`src/rtl/agriculture_soc_pkg.sv`:
```
// Shared constants and the sensor LFSR step function for the agriculture demo SoC.
package agriculture_soc_pkg;

    localparam int          DEF_SAMPLE_PERIOD  = 1000;
    localparam int          DEF_HEARTBEAT_HALF = 2500;
    localparam logic [7:0]  DEF_MOIST_LOW      = 8'd80;
    localparam logic [7:0]  DEF_MOIST_HIGH     = 8'd160;
    localparam logic [7:0]  DEF_TEMP_ALARM     = 8'd200;
    localparam logic [15:0] DEF_LFSR_SEED      = 16'hACE1;

    localparam int LED_HEARTBEAT = 0;
    localparam int LED_PUMP      = 1;
    localparam int LED_ALARM     = 2;
    localparam int LED_SAMPLE    = 3;

    // Fibonacci LFSR, taps 16,14,13,11, shifting toward bit 0.
    function automatic logic [15:0] lfsr_next(input logic [15:0] s);
        logic fb;
        fb = s[0] ^ s[2] ^ s[3] ^ s[5];
        return {fb, s[15:1]};
    endfunction

endpackage

```
`src/rtl/agri_sensor_lfsr.sv`:
```
// Pseudo-random soil sensor: a 16-bit LFSR split into moisture (low) and temperature (high).
module agri_sensor_lfsr
    import agriculture_soc_pkg::*;
#(
    parameter logic [15:0] LFSR_SEED = DEF_LFSR_SEED
) (
    input  logic       clk,
    input  logic       reset,
    input  logic       advance,
    output logic [7:0] moisture,
    output logic [7:0] temperature
);

    logic [15:0] lfsr;

    always_ff @(posedge clk or negedge reset) begin
        if (!reset) begin
            lfsr <= LFSR_SEED;
        end else if (advance) begin
            lfsr <= lfsr_next(lfsr);
        end
    end

    assign moisture    = lfsr[7:0];
    assign temperature = lfsr[15:8];

endmodule

```
`src/rtl/agriculture_soc.sv`:
```
// Agriculture demo SoC top: sample timer, hysteretic pump control, temperature alarm
// and heartbeat, all reported on four board LEDs.
module agriculture_soc
    import agriculture_soc_pkg::*;
#(
    parameter int          SAMPLE_PERIOD  = DEF_SAMPLE_PERIOD,
    parameter int          HEARTBEAT_HALF = DEF_HEARTBEAT_HALF,
    parameter logic [7:0]  MOIST_LOW      = DEF_MOIST_LOW,
    parameter logic [7:0]  MOIST_HIGH     = DEF_MOIST_HIGH,
    parameter logic [7:0]  TEMP_ALARM     = DEF_TEMP_ALARM,
    parameter logic [15:0] LFSR_SEED      = DEF_LFSR_SEED
) (
    input  logic       clk,
    input  logic       reset,
    output logic [3:0] LED
);

    localparam int SW = $clog2(SAMPLE_PERIOD + 1);
    localparam int HW = $clog2(HEARTBEAT_HALF + 1);

    logic [SW-1:0] sample_cnt;
    logic [HW-1:0] hb_cnt;
    logic          sample_tick;
    logic          hb_wrap;
    logic          eval_pending;
    logic [3:0]    led_q;
    logic [7:0]    moisture;
    logic [7:0]    temperature;

    assign sample_tick = (sample_cnt == SW'(SAMPLE_PERIOD - 1));
    assign hb_wrap     = (hb_cnt == HW'(HEARTBEAT_HALF - 1));

    agri_sensor_lfsr #(
        .LFSR_SEED (LFSR_SEED)
    ) u_sensor (
        .clk         (clk),
        .reset       (reset),
        .advance     (sample_tick),
        .moisture    (moisture),
        .temperature (temperature)
    );

    always_ff @(posedge clk or negedge reset) begin
        if (!reset) begin
            sample_cnt   <= '0;
            eval_pending <= 1'b0;
        end else begin
            sample_cnt   <= sample_tick ? '0 : sample_cnt + 1'b1;
            eval_pending <= sample_tick;
        end
    end

    always_ff @(posedge clk or negedge reset) begin
        if (!reset) begin
            hb_cnt <= '0;
        end else begin
            hb_cnt <= hb_wrap ? '0 : hb_cnt + 1'b1;
        end
    end

    // Evaluation runs one edge after the tick so it sees the freshly advanced LFSR.
    always_ff @(posedge clk or negedge reset) begin
        if (!reset) begin
            led_q <= 4'b0000;
        end else begin
            if (hb_wrap) begin
                led_q[LED_HEARTBEAT] <= ~led_q[LED_HEARTBEAT];
            end
            if (eval_pending) begin
                led_q[LED_SAMPLE] <= ~led_q[LED_SAMPLE];
                led_q[LED_ALARM]  <= (temperature >= TEMP_ALARM);
                // Inside the band [MOIST_LOW, MOIST_HIGH] the pump keeps its state.
                if (moisture < MOIST_LOW) begin
                    led_q[LED_PUMP] <= 1'b1;
                end else if (moisture > MOIST_HIGH) begin
                    led_q[LED_PUMP] <= 1'b0;
                end
            end
        end
    end

    assign LED = led_q;

endmodule

```
`config.mk`:
```
export PLATFORM = sky130hd
export DESIGN_NAME = agriculture_soc
export DESIGN_NICKNAME = d
export VERILOG_FILES = /design/src/rtl/agriculture_soc_pkg.sv /design/src/rtl/agri_sensor_lfsr.sv /design/src/rtl/agriculture_soc.sv
export SDC_FILE = /design/constraint.sdc
export NUM_CORES = 1
export LEC_CHECK = 0
export ABC_AREA = 0
export BUFFER_PORTS_ARGS = -buffer_cell sky130_fd_sc_hd__buf_4
export CORE_MARGIN = 2
export CORE_UTILIZATION = 31
export DETAILED_ROUTE_END_ITERATION = 7
export PLACE_DENSITY = 0.43
export SYNTH_ARGS = -nofsm -noshare
export SYNTH_HDL_FRONTEND = slang
export SYNTH_SLANG_ARGS = --single-unit
```
`constraint.sdc`:
```
create_clock -name clk -period 3.7 [get_ports clk]
set_input_delay 0.185 -clock clk [delete_from_list [all_inputs] [get_ports clk]]
set_output_delay 0.185 -clock clk [all_outputs]
set_load 0.02 [all_outputs]
```
Word-level counts from Yosys, hierarchy flattened
Cells that the tools add are included.
- register bits after elaboration: 43
- input bits: 2
- output and inout port bits: 4
- logic and storage cells: 25
- $add $sub $neg: 2
- order comparisons: 3
- eq/ne operators: 2
- muxes and demuxes: 4
- bitwise operators: 5
- reductions and logical operators: 2
- operators by type and width (operator ; number):
    adder 12 x 1 -> 12 bit, second input constant ; 1
    equality test 12 bit, second input constant ; 1
    two-way mux 12 bit ; 1
    adder 10 x 1 -> 10 bit, second input constant ; 1
    equality test 10 bit, second input constant ; 1
    two-way mux 10 bit ; 1
    greater-or-equal comparator 8 bit, second input constant ; 1
    greater-than comparator 8 bit, second input constant ; 1
    < comparator 8 x 7 -> 1 bit, second input constant ; 1
    XOR 1 bit ; 3
    two-way mux 1 bit ; 2
    inverter 1 bit ; 2
    AND reduction 2 bit ; 1
    nonzero test 2 bit ; 1

Longest topological paths before layout
- depth after elaboration: 3
- gate-level depth with buffers: 7
- depth with buffers taken out: 5

By module
A second synthesis with hierarchy kept.
- cell total of the unflattened synthesis: 157
- area, all modules: 1938.1 µm²
- modules (own cells, without submodules) (module ; instances ; cells an instance ; area an instance (µm²) ; sequential area each (µm²)):
    agriculture_soc ; 1 ; 119 ; 1262.5 ; 675.6
    agri_sensor_lfsr ; 1 ; 38 ; 675.6 ; 410.4

Worst setup path before layout
Ideal clock, no wire load.
- kind: flip-flop to flip-flop
- start: reg sample_cnt[0]
- end: reg u_sensor.lfsr[12]
- library setup time: 125 ps
- data arrival time: 1562 ps
- required time: 3575 ps
- setup slack: 2013 ps
- stages on the path, launching flop included: 7
- buffers on the path: 2
- clock period less this slack: 1687 ps
- cells stage by stage: dfrtp_1 ha_1 and4bb_1 and3_1 buf_6 buf_6 mux2_4
- longest elaborated chain between the ends: 1
- RTL lines (what ; RTL line ; text):
    start, declared ; agriculture_soc.sv:21 ; logic [SW-1:0] sample_cnt;
    start signal, assigned ; agriculture_soc.sv:48 ; sample_cnt <= sample_tick ? '0 : sample_cnt + 1'b1;
    equality test 10 bit ; agriculture_soc.sv:30 ; assign sample_tick = (sample_cnt == SW'(SAMPLE_PERIOD - 1));
    end signal, assigned ; agri_sensor_lfsr.sv:20 ; lfsr <= lfsr_next(lfsr);
    end, declared ; agri_sensor_lfsr.sv:14 ; logic [15:0] lfsr;
Every way passes these cells.
A chain may end at the register's enable or synchronous reset.

Final worst setup path
- start: reg sample_cnt[0]
- end: reg u_sensor.lfsr[1]
The elaborated chain is that of the path after synthesis.

==> results <==
- The flow ran to the end, and the final reports show no timing, DRC or antenna violations.
- Dividing the detail-routed wire length by the instance count gives 13.19 um.
- The type of the worst setup path is reg2reg.
- After floorplanning, the core was divided into 28 placement rows.
- The number of nets with antenna violations after detailed routing is 0.
- The number of failing hold endpoints at the final stage is 0.
- The number of warnings issued by yosys is 0.
- The layout has 605 filler cells.
- The placer congestion estimate is 0.7914.
- The dominant combinational cell family by area after synthesis is simple AND/OR/NAND/NOR gates.
- The maximum fanout along the worst path is 20.
- The first TritonRoute pass finished after 4 iterations.
- The clock transition at the registers of the reported paths is 0.08 ns.
- Grouping stages by cell kind, the critical path spends the most delay in simple AND/OR/NAND/NOR gates.
- The cell count after synthesis is 150.
- The core region is just under 0.006 sq mm.
- The overall global routing resource usage is 0.1083.
- The number of global-route vias before repair came to 1121.
- The area of the mapped netlist is approximately 0.0019 sq mm.
- The DRC violation total after the first TritonRoute iteration is 31.
- Counting flops with an async set or reset pin after synthesis yields a share of 1.000.
- Measured along the y axis, the die boundary spans 82.64 um.
- The later pin in the worst-skew pair is clocked with a latency of approximately 0.30 ns.
- The post-synthesis net count is ~150.
- In this run the worst hold path is classified as in2async.
- The global-route wire length before repair is 5485 um.
- The number of buffers inserted during clock tree synthesis is 5.
- The die outline area is approximately 0.007 sq mm.
- The relative area change from synthesis to final layout is 10.25%.
- The number of unique standard cell types used by synthesis is 32.
- Of the total synthesized cell area, the portion taken by XOR and XNOR cells is 0.09138.
- For this run the aggregate overflow at the end of global routing stands at 0.
- Of the total synthesized cell area, the portion taken by AND, OR, NAND and NOR gates is 0.1514.
- Of the total synthesized cell area, the portion taken by full adders, half adders and majority gates is 0.01305.
- The arrival time of the worst setup path is 2.13 ns.
- The top flip-flop cell by instance count after synthesis is sky130_fd_sc_hd__dfrtp_1.
- After synthesis, the most frequently instantiated cells are sky130_fd_sc_hd__dfrtp_1, sky130_fd_sc_hd__nor2_1, sky130_fd_sc_hd__mux2_4, sky130_fd_sc_hd__xnor2_1.
- The count of state elements after synthesis is 43.
- In this design, the stage delay of the slowest critical-path cell is 0.40 ns.
- For this run, design rule violations remaining after detail routing come to 0.
- Dividing the synthesized area by the synthesized cell count gives between 10 and 15 sq um.
- The horizontal extent of the die is 82.64 um.
- Setup violations remaining at the end of the flow were counted as 0.
- Counting along the longest clock path gives a buffer depth of 2.
- The clock root buffer master is sky130_fd_sc_hd__clkbuf_8.
- The internal reg-to-reg setup slack is 1.75 ns.
- Across the run, the number of max-cap violations was 0.
- The leading area contributor after synthesis is sky130_fd_sc_hd__dfrtp_1.
- Headroom to the max-slew limit came out at 0.6440.
- Of the available clock period, the critical path in the final layout requires 0.5281.
- The count of buffers from port buffering is 5.
- 6 I/O pins were placed.
- The final worst clock skew is about 0.0075 ns.
- The worst IR drop on VDD is 123.3 uV.
- The routed layout has 1113 vias.
- The initial utilization of the core area, before any placement, comes to 0.3218.
- On the critical path, the stage with the largest delay is an instance of sky130_fd_sc_hd__dfrtp_1.
- The max-slew violation count is 0.
- Before CTS, the worst setup slack after placement is 1.756 ns.
- The H-tree was split into 2 levels.
- Of the post-synthesis cell area, the dominant cell type holds 0.4569.
- The fmax is 511.7 MHz.
- After clock tree synthesis, the repair step resized 0 gates.
- The largest net degree at the start of global routing is 44.
- Counting every sink on the clock net gives 43.
- The cell with the most instances after synthesis is sky130_fd_sc_hd__dfrtp_1.
- 0 antenna diodes ended up in the layout.
- The worst path buffer plus inverter count is 1.
- The half-perimeter wire length after detailed placement is 2080 um.
- The number of antenna violations at the first check in global routing is 0.
- Once routing completed, OpenROAD measured the worst setup slack at 1.746 ns.
- Dividing the detail-routed via count by the number of cells gives about 4.7.
- The compound-gate portion of the synthesized area is 0.03851.
- The minimum clock period after layout is 1.954 ns.
- Setup repair after global routing left no endpoint under its margin.
- The portion of synthesized area spent on multiplexers is 0.1175.
- Of the cells placed in the final design, the portion with a size suffix greater than 1 is 0.2469.
- The design draws 0.7724 mW.
- Walking the worst path, the cells encountered are ha_1 -> and4bb_1 -> and3_1 -> buf_4 -> mux2_2.
- The leakage dissipation is 0.9548 nW.
- The CTS tree is yes.
- The final hold slack is 0.4128 ns.
- The setup TNS is 0 ns.
- The total length of routed wires is between 3000 and 4000 um.
- STA classifies the critical path startpoint as a flip-flop.
- At the end of the flow, the number of nets in the layout was between 150 and 200.
- The sequential share of the synthesized area is 0.5666.
- In the post-synthesis netlist, the biggest area contributors are sky130_fd_sc_hd__dfrtp_1, sky130_fd_sc_hd__dfstp_2, sky130_fd_sc_hd__mux2_4.
- Dividing total power by cell area gives a power density of 365.5 mW/mm^2.
- The worst setup path is captured at a flip-flop.
- The critical path required time is 3.88 ns.
- The slew at the pin with the worst max-slew slack is 0.5340 ns.
- The count of flip-flops with a built-in enable after synthesis is 0.
## path summary, 6_finish.rpt
check,from,endpoint,cells after the start
max,sample_cnt[0],u_sensor.lfsr[1],5
min reg2reg,LED[0],LED[0],1
min in group clk,LED[0],LED[0],1
max reg2reg,sample_cnt[0],u_sensor.lfsr[1],5
max in group asynchronous,reset,u_sensor.lfsr[13],2
min,reset,LED[1],2
## through the flow
stage | util | instance area [sq um] | cells
2_1_floorplan | - | 1917 | 150
3_3_place_gp | 0.3395 | 2022 | 228
3_5_place_dp | 0.3395 | 2022 | 228
4_1_cts | 0.3548 | 2113 | 237
5_1_grt | 0.3548 | 2113 | 237
6_report | 0.3548 | 2113 | 237
## layer usage
layer | GRT usage | vias up | routed length, um
li1 | - | 544 | -
met1 | 0.1526 | 549 | 1655
met2 | 0.1516 | 15 | 1316
met3 | 0.03261 | 5 | 102
met4 | 0.04918 | 0 | 53
met5 | 0 | - | 0
## layout by cell type (no fill, tap or decap), types with 2 or more instances in the layout
master and count:
sky130_fd_sc_hd__nor3_1 2, sky130_fd_sc_hd__a21oi_1 4, sky130_fd_sc_hd__clkbuf_8 5, sky130_fd_sc_hd__xnor2_1 11, sky130_fd_sc_hd__nand2_1 4, sky130_fd_sc_hd__mux2_2 4
sky130_fd_sc_hd__inv_1 2, sky130_fd_sc_hd__nor2b_1 4, sky130_fd_sc_hd__buf_4 6, sky130_fd_sc_hd__dfrtp_1 35, sky130_fd_sc_hd__nand3_1 9, sky130_fd_sc_hd__and3_1 2
sky130_fd_sc_hd__xor2_1 9, sky130_fd_sc_hd__dfstp_2 8, sky130_fd_sc_hd__mux2_4 12, sky130_fd_sc_hd__nor2_1 17, sky130_fd_sc_hd__clkbuf_1 2, sky130_fd_sc_hd__o21ai_0 3
sky130_fd_sc_hd__ha_1 2, sky130_fd_sc_hd__nand4_1 5
## cell families (layout without fill, tap and decap cells)
group,Yosys count,count (layout)
AO/OA/AOI/OAI,12,12
XOR/XNOR,20,20
adder cells (fa/ha/maj),2,2
buffers and inverters,5,17
flip-flops,43,43
multiplexers,16,16
AND/OR/NAND/NOR,52,52
## sequential cells by signal, indices dropped and copies added, names as in the netlist
register	cells
sample_cnt	10
eval_pending	1
u_sensor.lfsr	16
hb_cnt	12
LED	4
## area by class of cell
class / count / area, sq um / share of cell area
Inverter: 2 / 7.507 / 0.003552
Timing Repair Buffer: 7 / 55.05 / 0.02605
Multi-Input combinational cell: 102 / 789.5 / 0.3736
Tap cell: 75 / 93.84 / 0.04440
Clock inverter: 1 / 5.005 / 0.002368
Clock buffer: 7 / 76.32 / 0.03612
Sequential cell: 43 / 1086 / 0.5139
## where the power goes
| group | switching, mW | total, mW | internal [mW] |
|---|---|---|---|
| clock | 0.160 | 0.292 | 0.133 |
| sequential | 0 | 0.470 | 0.470 |
| combinational | 0.00880 | 0.0102 | 0.00139 |
| total | 0.168 | 0.772 | 0.604 |
## timing repair
item | in CTS | in global routing
buffers inserted | 0 | 0
hold buffers | 1 | 0
endpoints found under the hold margin | 35 | 0
No activity file was read; power rests on OpenSTA's default activity.
